### src/rtl/instr_queue_pkg.sv
// Shared fetch/decode definitions: default datapath width, the bubble
// instruction and the {instr, pc} entry layout.
package instr_queue_pkg;

    localparam int unsigned XLEN_DEF      = 32;
    localparam logic [31:0] NOP_INSTR_DEF = 32'h0000_0013;

    typedef struct packed {
        logic [XLEN_DEF-1:0] instr;
        logic [XLEN_DEF-1:0] pc;
    } instr_entry_t;

endpackage

### src/rtl/instr_queue_if.sv
// Fetch-side and decode-side valid/ready handshake of the instruction queue.
interface instr_queue_if
    import instr_queue_pkg::*;
#(
    parameter int unsigned XLEN = XLEN_DEF
);
    logic            in_valid;
    logic            in_ready;
    logic [XLEN-1:0] in_instr;
    logic [XLEN-1:0] in_pc;
    logic            out_valid;
    logic            out_ready;
    logic [XLEN-1:0] out_instr;
    logic [XLEN-1:0] out_pc;

    modport master (
        output in_valid, in_instr, in_pc, out_ready,
        input  in_ready, out_valid, out_instr, out_pc
    );

    modport slave (
        input  in_valid, in_instr, in_pc, out_ready,
        output in_ready, out_valid, out_instr, out_pc
    );
endinterface

### src/rtl/instr_queue.sv
// DEPTH-entry fetch-to-decode FIFO of {instr, pc}; shows NOP_INSTR to decode
// while empty, discards everything on flush or reset.
module instr_queue
    import instr_queue_pkg::*;
#(
    parameter int unsigned     XLEN      = XLEN_DEF,
    parameter int unsigned     DEPTH     = 4,
    parameter logic [XLEN-1:0] NOP_INSTR = XLEN'(NOP_INSTR_DEF)
) (
    input  logic                     clk,
    input  logic                     reset,
    input  logic                     flush,
    instr_queue_if.slave             q,
    output logic [$clog2(DEPTH):0]   count
);

    localparam int unsigned AW      = $clog2(DEPTH);
    localparam logic [AW:0] PTR_ONE = 1;

    typedef struct packed {
        logic [XLEN-1:0] instr;
        logic [XLEN-1:0] pc;
    } entry_t;

    if (DEPTH < 2 || (DEPTH & (DEPTH - 1)) != 0) begin : g_depth_check
        $error("instr_queue: DEPTH must be a power of two and >= 2");
    end

    entry_t      mem_q [DEPTH];
    logic [AW:0] rd_ptr_q, rd_ptr_d;
    logic [AW:0] wr_ptr_q, wr_ptr_d;
    logic        empty, full, push, pop;
    entry_t      head;

    // Extra wrap bit distinguishes full from empty when the index bits match.
    assign empty = (rd_ptr_q == wr_ptr_q);
    assign full  = (rd_ptr_q[AW-1:0] == wr_ptr_q[AW-1:0]) && (rd_ptr_q[AW] != wr_ptr_q[AW]);
    assign push  = q.in_valid  && !full  && !flush;
    assign pop   = !empty && q.out_ready && !flush;
    assign head  = mem_q[rd_ptr_q[AW-1:0]];

    always_comb begin
        rd_ptr_d = rd_ptr_q;
        wr_ptr_d = wr_ptr_q;
        if (flush) begin
            rd_ptr_d = '0;
            wr_ptr_d = '0;
        end else begin
            if (push) wr_ptr_d = wr_ptr_q + PTR_ONE;
            if (pop)  rd_ptr_d = rd_ptr_q + PTR_ONE;
        end
    end

    always_ff @(posedge clk) begin
        if (reset) begin
            rd_ptr_q <= '0;
            wr_ptr_q <= '0;
        end else begin
            rd_ptr_q <= rd_ptr_d;
            wr_ptr_q <= wr_ptr_d;
        end
    end

    // Storage is deliberately not reset so it can map onto distributed RAM.
    always_ff @(posedge clk) begin
        if (push && !reset) begin
            mem_q[wr_ptr_q[AW-1:0]] <= '{instr: q.in_instr, pc: q.in_pc};
        end
    end

    assign q.in_ready  = !full;
    assign q.out_valid = !empty;
    assign q.out_instr = empty ? NOP_INSTR : head.instr;
    assign q.out_pc    = empty ? '0        : head.pc;
    assign count       = wr_ptr_q - rd_ptr_q;

endmodule

### src/flat_wrapper.sv
// flat-port wrapper written by rule: the top's interface ports become plain ports
module instr_queue_flat import instr_queue_pkg::*;
#(
    parameter int unsigned     XLEN      = XLEN_DEF,
    parameter int unsigned     DEPTH     = 4,
    parameter logic [XLEN-1:0] NOP_INSTR = XLEN'(NOP_INSTR_DEF)
)
  (clk, reset, flush, count, q_in_valid, q_in_instr, q_in_pc, q_out_ready, q_in_ready, q_out_valid, q_out_instr, q_out_pc);
  instr_queue_if #(.XLEN(XLEN)) q_i ();
  input  logic clk;
  input  logic reset;
  input  logic flush;
  output logic [$clog2(DEPTH):0] count;
  input wire logic [$bits(q_i.in_valid)-1:0] q_in_valid;
  input wire logic [$bits(q_i.in_instr)-1:0] q_in_instr;
  input wire logic [$bits(q_i.in_pc)-1:0] q_in_pc;
  input wire logic [$bits(q_i.out_ready)-1:0] q_out_ready;
  output wire logic [$bits(q_i.in_ready)-1:0] q_in_ready;
  output wire logic [$bits(q_i.out_valid)-1:0] q_out_valid;
  output wire logic [$bits(q_i.out_instr)-1:0] q_out_instr;
  output wire logic [$bits(q_i.out_pc)-1:0] q_out_pc;
  assign q_i.in_valid = q_in_valid;
  assign q_i.in_instr = q_in_instr;
  assign q_i.in_pc = q_in_pc;
  assign q_i.out_ready = q_out_ready;
  assign q_in_ready = q_i.in_ready;
  assign q_out_valid = q_i.out_valid;
  assign q_out_instr = q_i.out_instr;
  assign q_out_pc = q_i.out_pc;
  instr_queue #(.XLEN(XLEN), .DEPTH(DEPTH), .NOP_INSTR(NOP_INSTR)) u_core (.clk(clk), .reset(reset), .flush(flush), .q(q_i), .count(count));
endmodule
### config.mk
export PLATFORM = sky130hd
export DESIGN_NAME = instr_queue_flat
export DESIGN_NICKNAME = d
export VERILOG_FILES = /design/src/rtl/instr_queue_pkg.sv /design/src/rtl/instr_queue_if.sv /design/src/rtl/instr_queue.sv /design/src/flat_wrapper.sv
export SDC_FILE = /design/constraint.sdc
export NUM_CORES = 1
export LEC_CHECK = 0
export ABC_AREA = 1
export BUFFER_PORTS_ARGS = -buffer_cell sky130_fd_sc_hd__buf_4
export CAP_MARGIN = 20
export CORE_ASPECT_RATIO = 1.2
export CORE_MARGIN = 1
export CORE_UTILIZATION = 30
export DETAILED_ROUTE_END_ITERATION = 12
export HOLD_SLACK_MARGIN = 0.15
export PLACE_DENSITY = 0.53
export SLEW_MARGIN = 20
export SYNTH_ARGS = -nofsm -noshare
export SYNTH_HDL_FRONTEND = slang
export SYNTH_SLANG_ARGS = --single-unit
### constraint.sdc
create_clock -name clk -period 11.9 [get_ports clk]
set_input_delay 0 -clock clk [delete_from_list [all_inputs] [get_ports clk]]
set_output_delay 0 -clock clk [all_outputs]
set_load 0.01 [all_outputs]
## Word-level counts from Yosys, hierarchy flattened

Memories as Yosys holds them, arrays and structs flattened. A register that Yosys moved wholly into a read port is not among the register bits.
Index checks and enable logic that the tools add are counted.

- Flip-flop bits (word level): 6
- Bits in latches: 0
- Bits in writable memories: 256
- ROM bits: 0
- Input port bits: 69
- Output and inout port bits: 69
- Word-level logic and storage cells: 26
- Memories kept: 1

- Add/sub/neg operators: 3
- Multipliers: 0
- Divide/modulo/power cells: 0
- Magnitude comparators: 0
- Equality and inequality tests: 3
- Shift operators: 0
- Muxes and demuxes: 6
- Bitwise gates (word level): 0
- Reductions and logical operators: 11

Memories:

| name | depth | width | read ports | clocked after Yosys merged registers in | write ports | RTL line | text |
|---|---|---|---|---|---|---|---|
| u_core.mem_q | 4 | 64 | 1 | 1 | 1 | instr_queue.sv:29 | `entry_t mem_q [DEPTH];` |

Operators with widths:

| kind | number |
|---|---|
| $mux 32 | 2 |
| $add 3x1->3 const B | 2 |
| $logic_and 1x1->1 | 6 |
| $logic_not 1->1 | 4 |
| $mux 2 | 2 |
| $eq 3x3->1 | 1 |
| $sub 3x3->3 | 1 |
| $eq 2x2->1 | 1 |
| $mux 1 | 2 |
| $reduce_or 2->1 | 1 |
| $ne 1x1->1 | 1 |

## Logic depth before layout (Yosys ltp)

Gate-level depths: netlist of the first run.

- Depth after elaboration: 8
- Gate-level depth with buffers: 9
- Gate-level depth less buffers: 9

## Worst setup path before layout of the first run

Ideal clock, no wire load.

- Kind: register -> register
- Start: reg u_core.wr_ptr_q[0]
- End: mem u_core.mem_q[0][0] (netlist name), enable pin
- Library setup time: 0.579 ns
- Arrival time: 5.873 ns
- Data required time: 11.321 ns
- Slack: 5.448 ns
- Cell stages (with the launch flop): 8
- Path buffers: 0
- Period minus slack after synthesis: 6.452 ns
- Cell sequence: dfxtp_1 inv_1 ha_1 nand2_1 inv_1 nand3_1 nand2_1 nor3b_1

- Cells in the longest elaborated chain, start to end: 8

RTL lines:

| what | RTL line | text |
|---|---|---|
| start: declaration | instr_queue.sv:31 | `logic [AW:0] wr_ptr_q, wr_ptr_d;` |
| start signal: assignment | instr_queue.sv:60 | `wr_ptr_q <= wr_ptr_d;` |
| $eq 2x2->1 | instr_queue.sv:37 | `assign full = (rd_ptr_q[AW-1:0] == wr_ptr_q[AW-1:0]) && (rd_ptr_q[AW] != wr_ptr_q[AW]);` |
| $logic_and 1x1->1 | instr_queue.sv:37 |  |
| $logic_not 1->1 | -- |  |
| net q_in_ready | flat_wrapper.sv:18 | `output wire logic [$bits(q_i.in_ready)-1:0] q_in_ready;` |
| $logic_and 1x1->1 (2 in series) | instr_queue.sv:38 | `assign push = q.in_valid && !full && !flush;` |
| $logic_and 1x1->1 | instr_queue.sv:66 | `if (push && !reset) begin` |
| $mux 1 | instr_queue.sv:66 |  |
| $mux 1 (implied by the code) | instr_queue.sv:67 | `mem_q[wr_ptr_q[AW-1:0]] <= '{instr: q.in_instr, pc: q.in_pc};` |
| end: declaration | instr_queue.sv:29 |  |

The timed path passes the listed nets, and every way through them passes these cells.

==> results of run 1 <==
worst min-delay path by stage:
stage / start / to / slack (ns) / cells past startpoint
2_1_floorplan: q_in_pc[0] / u_core.mem_q[0][0]$_DFFE_PP_ / 0.1 / 0
3_3_place_gp: q_in_pc[15] / u_core.mem_q[1][15]$_DFFE_PP_ / 0.20 / 1
3_5_place_dp: q_in_pc[18] / u_core.mem_q[2][18]$_DFFE_PP_ / 0.20 / 1
4_1_cts: q_in_pc[20] / u_core.mem_q[1][20]$_DFFE_PP_ / 0.18 / 2
5_1_grt: q_in_pc[16] / u_core.mem_q[3][16]$_DFFE_PP_ / 0.20 / 2
6_report: q_in_pc[20] / u_core.mem_q[1][20]$_DFFE_PP_ / 0.21 / 2
per-stage QoR:
step | hold slack [ns] | total power (W) | cells | area, µm² | utilization
after floorplan | 0.0989 | 0.00109 | 828 | 10500 | -
after global placement | 0.201 | 0.00115 | 1384 | 11800 | 0.347
after detailed placement | 0.202 | 0.00115 | 1384 | 11800 | 0.347
after CTS | 0.180 | 0.00195 | 1506 | 13400 | 0.392
after global routing | 0.196 | 0.00199 | 1506 | 13400 | 0.392
final | 0.206 | 0.00192 | 1506 | 13400 | 0.392
routing by layer:
layer | up-vias | track usage | routed length (µm)
met5 | - | 0 | 11
met4 | 2 | 0.0442 | 495
met3 | 38 | 0.0206 | 964
met2 | 138 | 0.250 | 12900
met1 | 3336 | 0.169 | 10300
li1 | 3326 | - | -
layout by cell type (no fill, tap or decap), drive strengths merged, types with 14 or more instances in the layout:
cell,count
nor2,257
edfxtp,256
buf,148
o21ai,125
dlygate4sd3,71
a21oi,70
clkbuf,35
nand2,30
clkinv,16
inv,14
state kept, by name (all words and copies together), names as in the netlist, named ones only:
name	cells
u_core.mem_q	256
u_core.rd_ptr_q	3
u_core.wr_ptr_q	3
critical path: cells and delay by family (launching register included):
family	cells	cell delay [ns]
compound gates	2	0.42
flops	1	0.91
buf+inv	3	1.62
power by group through the flow:
| stage | Sequential, W | Combinational [W] | Clock, W |
|---|---|---|---|
| detailed placement | 0.00105 | 0.0000966 | 0 |
| global route | 0.00103 | 0.000126 | 0.000835 |
| global placement | 0.00105 | 0.0000954 | 0 |
| CTS | 0.00103 | 0.000116 | 0.000803 |
| finish | 0.00103 | 0.000114 | 0.000776 |
| floorplan | 0.00105 | 0.0000398 | 0 |
final cells by class:
type / count / area [µm²] / area share
inverters: 15 / 57.6 / 0.00430
multi-input cells: 501 / 2250 / 0.168
clock inverters: 16 / 72.6 / 0.00543
well taps: 456 / 571 / 0.0427
clock buffers: 35 / 748 / 0.0559
flip-flops and latches: 264 / 7860 / 0.587
repair buffers: 219 / 1820 / 0.136
cells by family after synthesis:
logic type | share of synthesized area
xor gates and xnor gates | 0.000837
buffers and inverters | 0.0365
DFF | 0.750
and+or+nand+nor | 0.109
AOI/OAI and AO/OA | 0.0933
adders and majority gates | 0.0103
==> flow_summary.json, run 1 <==
{
  "synth_area_um2": 10500,
  "htree_levels": 1,
  "switching_share": 0.207,
  "relSlewSlack": 0.284,
  "ant_nets": 0,
  "async_flop_share": 0,
  "synthFlopType": "edfxtp_1",
  "antenna_found_initial": 1,
  "fin_crit_ns": 3.58,
  "numPortBuffers": 137,
  "num_vias": 6840,
  "cp_slowest_cell": "dfxtp_4",
  "post_cts_buffers": 0,
  "clk_latency_ns": 0.54,
  "layout-drive-gt1-share": 0.185,
  "pwr-share-comb": 0.059,
  "root_buffer": "clkbuf_16",
  "synth_edf_count": 256,
  "rsz0062_at_grt": "no",
  "tightest_slew_ns": 1.07,
  "finalMaxSlewViolations": 0,
  "critPathCapture": "q_out_instr[18]",
  "r2r-end": "u_core.mem_q[3][53]$_DFFE_PP_",
  "path_cells": "clkinv_2 -> buf_4 -> o21ai_0 -> a21oi_1 -> buf_4",
  "required_ns": 11.90,
  "crit_path_start_kind": "flip-flop",
  "synth-seq-cells": 264,
  "skew_ns": 0.00855,
  "max_freq_mhz": 279,
  "synth_largest_area_cell": "edfxtp_1",
  "synth_top_area_frac": 0.735,
  "synth_fp_nets": 905,
  "ys.warnings.count": 0,
  "first_pass_iters": 4,
  "nets": 1106,
  "p_sw_w": 0.000397,
  "synth.avg_cell_area_um2": 12.6,
  "ctsResizeCount": 0,
  "yosysMostFrequentCell": "nor2_1",
  "finalSetupTns_ns": 0,
  "cts_buffer_depth": 3,
  "crit_type": "reg -> out",
  "yosys-top-cells-area": "edfxtp_1 73%, nor2_1 9.2%, o21ai_0 6.0%, a21oi_1 3.3%, buf_6 1.7%",
  "grt_pass1_wl_mm": 37.3,
  "drc": 0,
  "die_h_um": 207,
  "wirelength_mm": 24.7,
  "cp.arrival_ns": 3.58,
  "finalSetupViolCount": 0,
  "powerDensity_nw_per_um2": 144,
  "syn_inst": 828,
  "dpl_worst_slack_ns": 8.79,
  "p_leak_nw": 4.81,
  "grt_max_degree": 76,
  "die_w_um": 172,
  "cts_sinks": 264,
  "grt_overflow_total": 0,
  "viasPerCell": 4.54,
  "grt_pass1_vias": 6784,
  "wl_per_cell_um": 16.4,
  "maxCapViolations": 0,
  "power_frac_seq": 0.537,
  "hold_class": "in -> reg",
  "setup_slack_ns": 8.32,
  "clk_pin_slew_worst_paths_ns": 0.06,
  "cts_tree": "built",
  "cts_buffers": 28,
  "syn_to_final_growth_pct": 27.9,
  "gr-usage-all-layers": 0.139,
  "worstReg2RegStart": "u_core.wr_ptr_q[0]$_SDFFE_PP0P_",
  "synth.distinct_cells": 21,
  "peakVddDrop_mv": 0.109,
  "dieArea_um2": 35600,
  "cpMostUsedCell": "buf_4",
  "period_share": 0.301,
  "dp_hpwl_mm": 13.1,
  "postCtsHoldBufs": 71,
  "critPathMaxStageDelay_ns": 0.91,
  "ios": 138,
  "drt_iter0_markers": 374,
  "final.fill_count": 3245,
  "synth_commonest_cells": "257 x nor2_1, 256 x edfxtp_1, 125 x o21ai_0",
  "endpoint_kind": "primary output",
  "ys_seq_area_frac": 0.750,
  "status": "finished clean",
  "clkPwrFrac": 0.404,
  "r2r_cells": 9,
  "gp_congestion": 0.724,
  "crit_fanout": 75,
  "intPower_w": 0.00152,
  "start_util": 0.306,
  "rows": 74,
  "r2r_slack_ns": 9.04,
  "hold_viol": 0,
  "core_um2": 34200,
  "antenna_cells": 0
}
No activity file was read; power rests on OpenSTA's default activity.
==> run 2: changes to the inputs <==
==> constraint.sdc (replaced) <==
create_clock -name clk -period 3.7 [get_ports clk]
set_input_delay 0 -clock clk [delete_from_list [all_inputs] [get_ports clk]]
set_output_delay 0 -clock clk [all_outputs]
set_load 0.01 [all_outputs]
==> run 2 against run 1 <==
Against the previous run:
- non-clock buffer count is 1 higher
- via count is 1.2% lower
- design area is 0.20% higher
- critical endpoint is now q_out_instr[5]
- final cell count is 0.13% lower
==> flow_summary.json, run 2 (synthesis gave the netlist of run 1 again) <==
{
  "status": "finished clean",
  "ant_nets": 0,
  "hold_class": "in -> reg",
  "finalSetupViolCount": 0,
  "relSlewSlack": 0.309,
  "wl_met3_mm": 1.01,
  "largest_register_ff_count": 256,
  "antenna_cells": 0,
  "crit_type": "reg -> out",
  "final_common_cell": "nor2_1",
  "p_sw_w": 0.00128,
  "dpl_worst_slack_ns": 1.04,
  "r2r_cells": 8,
  "critPathCapture": "q_out_instr[5]",
  "startpoint": "u_core.wr_ptr_q[0]$_SDFFE_PP0P_",
  "period_share": 0.839,
  "antenna_found_initial": 0,
  "powerDensity_nw_per_um2": 463,
  "cts_sinks": 264,
  "htree_levels": 1,
  "rows": 74,
  "peakVddDrop_mv": 0.278,
  "skew_ns": 0.0167,
  "power_frac_seq": 0.535,
  "drt_iter0_markers": 567,
  "fin_crit_ns": 3.10,
  "grt_pass1_wl_mm": 37.4,
  "grt_overflow_total": 0,
  "pwr-share-comb": 0.061,
  "total_power_w": 0.00620,
  "cp_slowest_cell": "inv_2",
  "gp_congestion": 0.710,
  "r2r_slack_ns": 1.04,
  "clkPwrFrac": 0.404,
  "viasPerCell": 4.49,
  "post_cts_buffers": 0,
  "r2r-end": "u_core.mem_q[1][46]$_DFFE_PP_",
  "first_pass_iters": 5,
  "clk_latency_ns": 0.53,
  "drc": 0,
  "drt-met1-wl_mm": 10.4,
  "core_um2": 34200,
  "cp.arrival_ns": 3.10,
  "rsz0062_at_grt": "no",
  "grt_max_degree": 98,
  "path_cells": "inv_1 -> ha_1 -> nand2_1 -> inv_1 -> nand3_1 -> inv_2 -> buf_4 -> a21oi_1 -> buf_4",
  "highest_layer": "met4",
  "root_buffer": "clkbuf_16",
  "maxCapViolations": 0,
  "gr-usage-all-layers": 0.140,
  "tightest_slew_ns": 1.04,
  "dr_wl_met2_mm": 12.8,
  "intPower_w": 0.00493,
  "grt_pass1_vias": 6786,
  "required_ns": 3.70,
  "crit_fanout": 25,
  "die_h_um": 207,
  "nets": 1105,
  "wirelength_mm": 24.7,
  "max_freq_mhz": 322,
  "worstReg2RegStart": "u_core.wr_ptr_q[0]$_SDFFE_PP0P_",
  "switching_share": 0.206,
  "finalMaxSlewViolations": 0,
  "start_util": 0.306,
  "hold_viol": 0,
  "most-common-layout-cells": "257 x nor2_1, 256 x edfxtp_1, 150 x buf_4",
  "cts_buffers": 26,
  "setup_slack_ns": 0.597,
  "ctsResizeCount": 0,
  "layout-drive-gt1-share": 0.186,
  "num_vias": 6760,
  "p_leak_nw": 4.84,
  "dieArea_um2": 35600,
  "ios": 138,
  "dp_hpwl_mm": 14.3,
  "critPathMaxStageDelay_ns": 0.60,
  "crit_path_start_kind": "flip-flop",
  "syn_to_final_growth_pct": 28.1,
  "wl_per_cell_um": 16.5,
  "clk_pin_slew_worst_paths_ns": 0.07,
  "die_w_um": 172,
  "numPortBuffers": 137,
  "cts_tree": "built",
  "cts_buffer_depth": 3,
  "endpoint_kind": "primary output"
}
==> run 2: cell count changes in the layout (fill, tap and decap cells not counted), moves of 2 or more <==
cell	change
clkinv_2	-2
dlygate4sd3_1	-2
clkinv_1	-3
clkbuf_16	-3
clkbuf_1	+2
nor3b_2	-3
nor3b_4	+3
buf_4	+2
bufinv_16	+2
==> run 2: how the worst min path moves through the flow <==
| stage | cells after the start | to | from |
|---|---|---|---|
| 3_5_place_dp | 1 | u_core.mem_q[3][17]$_DFFE_PP_ | q_in_pc[17] |
| 2_1_floorplan | 0 | u_core.mem_q[0][0]$_DFFE_PP_ | q_in_pc[0] |
| 4_1_cts | 2 | u_core.mem_q[2][19]$_DFFE_PP_ | q_in_pc[19] |
| 6_report | 2 | u_core.mem_q[2][19]$_DFFE_PP_ | q_in_pc[19] |
| 5_1_grt | 2 | u_core.mem_q[0][0]$_DFFE_PP_ | q_in_pc[0] |
| 3_3_place_gp | 1 | u_core.mem_q[2][19]$_DFFE_PP_ | q_in_pc[19] |
==> run 2: timing repair <==
action / in CTS / in global routing
hold buffers: 69 / 0
setup endpoints to repair: 0 / 0
hold endpoints to repair: 294 / 0
==> run 2: metrics by stage <==
step,std cells,hold WS [ns],area [µm²],utilization,TNS (ns)
after floorplan,828,0.0989,10500,-,-127.02
after global placement,1387,0.203,11900,0.348,0
after detailed placement,1387,0.205,11900,0.348,0
after CTS,1504,0.188,13400,0.392,0
after global routing,1504,0.202,13400,0.392,0
final,1504,0.211,13400,0.392,0
==> run 2: worst max-delay path: cells and delay by family, from the launching register on <==
kind,cells,cell delay (ns)
buffers and inverters,5,1.35
AND/OR/NAND/NOR,2,0.40
flip-flops,1,0.36
adder cells (fa/ha/maj),1,0.31
AO/OA/AOI/OAI,1,0.14
==> run 2: layout make-up <==
| cell class | instances | area [µm²] |
|---|---|---|
| clock buffer | 34 | 681 |
| inverter | 15 | 57.6 |
| tap | 456 | 571 |
| clock inverter | 14 | 129 |
| multi-input combinational | 501 | 2280 |
| sequential | 264 | 7850 |
| timing repair buffer | 220 | 1840 |
| fill | 3190 | 20800 |
==> run 2: per-layer routing <==
metal	vias to the layer above	track usage
li1	3321	-
met4	0	0.0446
met2	139	0.253
met1	3270	0.170
met5	-	0
met3	30	0.0210
==> run 2: power groups by stage <==
stage               clock network (W)  logic, W  registers, W
global placement                    0  0.000324       0.00338
finish                        0.00251  0.000376       0.00332
floorplan                           0  0.000129       0.00338
CTS                           0.00259  0.000386       0.00332
global route                  0.00269  0.000416       0.00332
detailed placement                  0  0.000326       0.00338
==> run 3: changes to the inputs <==
--- a/config.mk
+++ b/config.mk
@@ -13,7 +13,7 @@
 export CORE_UTILIZATION = 30
 export DETAILED_ROUTE_END_ITERATION = 12
 export HOLD_SLACK_MARGIN = 0.15
-export PLACE_DENSITY = 0.53
+export PLACE_DENSITY = 0.55
 export SLEW_MARGIN = 20
 export SYNTH_ARGS = -nofsm -noshare
 export SYNTH_HDL_FRONTEND = slang
==> constraint.sdc (replaced) <==
create_clock -name clk -period 2.5 [get_ports clk]
set_input_delay 0 -clock clk [delete_from_list [all_inputs] [get_ports clk]]
set_output_delay 0 -clock clk [all_outputs]
set_load 0.01 [all_outputs]
==> run 3 against run 2 <==
Against the previous run:
- global-route usage rose by 0.14 points
- utilization rose by 0.51 points
- count of clock-buffer cells in the layout fell by 4
- largest cell class unchanged
==> flow_summary.json, run 3 (synthesis gave the netlist of run 1 again) <==
{
  "status": "finished clean",
  "die_w_um": 172,
  "gp_congestion": 0.745,
  "p_leak_nw": 4.90,
  "powerDensity_nw_per_um2": 667,
  "drt_iter0_markers": 359,
  "instances_no_fill": 1513,
  "crit_path_start_kind": "input pin",
  "r2r-end": "u_core.wr_ptr_q[0]$_SDFFE_PP0P_",
  "tightest_slew_ns": 0.589,
  "endpoint_kind": "flip-flop",
  "worst_hold_slack_ns": 0.212,
  "skew_ns": 0.0199,
  "cts_buffers": 27,
  "cts_sinks": 264,
  "dieArea_um2": 35600,
  "gr-usage-all-layers": 0.141,
  "most-common-layout-cells": "257 x nor2_1, 256 x edfxtp_1, 150 x buf_4",
  "wl_per_cell_um": 16.5,
  "total_power_w": 0.00905,
  "final_common_cell": "nor2_1",
  "grt_overflow_total": 0,
  "layout-drive-gt1-share": 0.201,
  "post-place-cells": 1392,
  "clk_pin_slew_worst_paths_ns": 0.06,
  "wirelength_mm": 25.0,
  "largest_register_ff_count": 256,
  "maxCapViolations": 0,
  "max_freq_mhz": 418,
  "die_h_um": 207,
  "cp.arrival_ns": 2.86,
  "cts_tree": "built",
  "path_cells": "dlygate4sd3_1 -> buf_4 -> nor2_1 -> dlygate4sd3_1 -> nand2_1 -> dlygate4sd3_1 -> nor2_1 -> dlygate4sd3_1",
  "first_pass_iters": 4,
  "grt_max_degree": 129,
  "critPathMaxStageDelay_ns": 0.72,
  "relSlewSlack": 0.607,
  "num_vias": 6816,
  "final.fill_count": 3237,
  "drc": 0,
  "finalSetupViolCount": 0,
  "cp_slowest_cell": "dlygate4sd3_1",
  "finalSetupTns_ns": 0,
  "antenna_found_initial": 2,
  "fin_crit_ns": 2.39,
  "dp_hpwl_mm": 14.7,
  "hold_class": "in -> reg",
  "crit_type": "in -> reg",
  "peakVddDrop_mv": 0.591,
  "critPathCapture": "u_core.wr_ptr_q[0]$_SDFFE_PP0P_",
  "numPortBuffers": 137,
  "required_ns": 2.97,
  "root_buffer": "clkbuf_16",
  "nets": 1115,
  "startpoint": "reset",
  "ios": 138,
  "hold_viol": 0,
  "start_util": 0.306,
  "period_share": 0.957,
  "grt_pass1_wl_mm": 37.9,
  "clk_latency_ns": 0.53,
  "rows": 74,
  "r2r_slack_ns": 0.13,
  "worstReg2RegStart": "u_core.wr_ptr_q[0]$_SDFFE_PP0P_",
  "finalMaxSlewViolations": 0,
  "cts_buffer_depth": 3,
  "core_um2": 34200,
  "htree_levels": 1,
  "crit_fanout": 6,
  "syn_to_final_growth_pct": 29.8,
  "cpMostUsedCell": "dlygate4sd3_1",
  "grt_pass1_vias": 6878,
  "viasPerCell": 4.50,
  "r2r_cells": 11,
  "ant_nets": 0
}
-- run 3: cell count changes in the layout (fill, tap and decap cells not counted), moves of 2 or more --
cell,delta
clkbuf_1,-5
bufinv_16,-2
inv_2,+2
dfxtp_1,-2
inv_1,-2
buf_12,+7
dlygate4sd3_1,+2
dfxtp_2,+2
clkinv_2,+3
-- run 3: worst min path at each step --
stage                   startpoint                             to  cells after the start
floorplan               q_in_pc[0]   u_core.mem_q[0][0]$_DFFE_PP_                      0
global placement       q_in_pc[31]  u_core.mem_q[1][31]$_DFFE_PP_                      1
detailed placement     q_in_pc[31]  u_core.mem_q[1][31]$_DFFE_PP_                      1
CTS                 q_in_instr[24]  u_core.mem_q[3][56]$_DFFE_PP_                      2
global route        q_in_instr[21]  u_core.mem_q[0][53]$_DFFE_PP_                      2
finish              q_in_instr[21]  u_core.mem_q[1][53]$_DFFE_PP_                      2
-- run 3: critical path: cells and delay by family --
kind,cells,cell delay [ns]
buffers and inverters,5,2.54
AND/OR/NAND/NOR,3,0.32
-- run 3: metal layers --
metal,GRT usage,routed length (µm)
met4,0.0433,464
met3,0.0229,1060
met2,0.253,13000
met5,0,13
met1,0.173,10400
-- run 3: timing repair --
| action | CTS | global route |
|---|---|---|
| setup buffers | 0 | 2 |
| gates resized for setup | 0 | 0 |
| hold buffers | 71 | 0 |
| endpoints found under the hold margin | 435 | 0 |
| setup endpoints to repair | 0 | 1 |
-- run 3: power by group --
| part | switching [W] | internal (W) |
|---|---|---|
| Clock | 0.00159 | 0.00197 |
| Sequential | 0.0000109 | 0.00490 |
| Combinational | 0.000306 | 0.000276 |
| Total | 0.00191 | 0.00715 |
-- run 3: area by class of cell --
type	count	area [µm²]	area share
inverters	15	57.6	0.00424
multi-input cells	501	2320	0.171
clock inverters	17	88.8	0.00654
clock buffers	30	687	0.0506
diodes	1	2.50	0.000184
repair buffers	229	2000	0.147
well taps	456	571	0.0420
flip-flops and latches	264	7860	0.579
-- run 3: through the flow --
| step | cell area, µm² | utilization | worst slack [ns] |
|---|---|---|---|
| 3_3_place_gp | 12100 | 0.353 | 0.507 |
| 6_report | 13600 | 0.397 | 0.108 |
| 4_1_cts | 13600 | 0.397 | 0.106 |
| 2_1_floorplan | 10500 | - | -0.562 |
| 5_1_grt | 13600 | 0.397 | -0.0108 |
| 3_5_place_dp | 12100 | 0.353 | 0.483 |
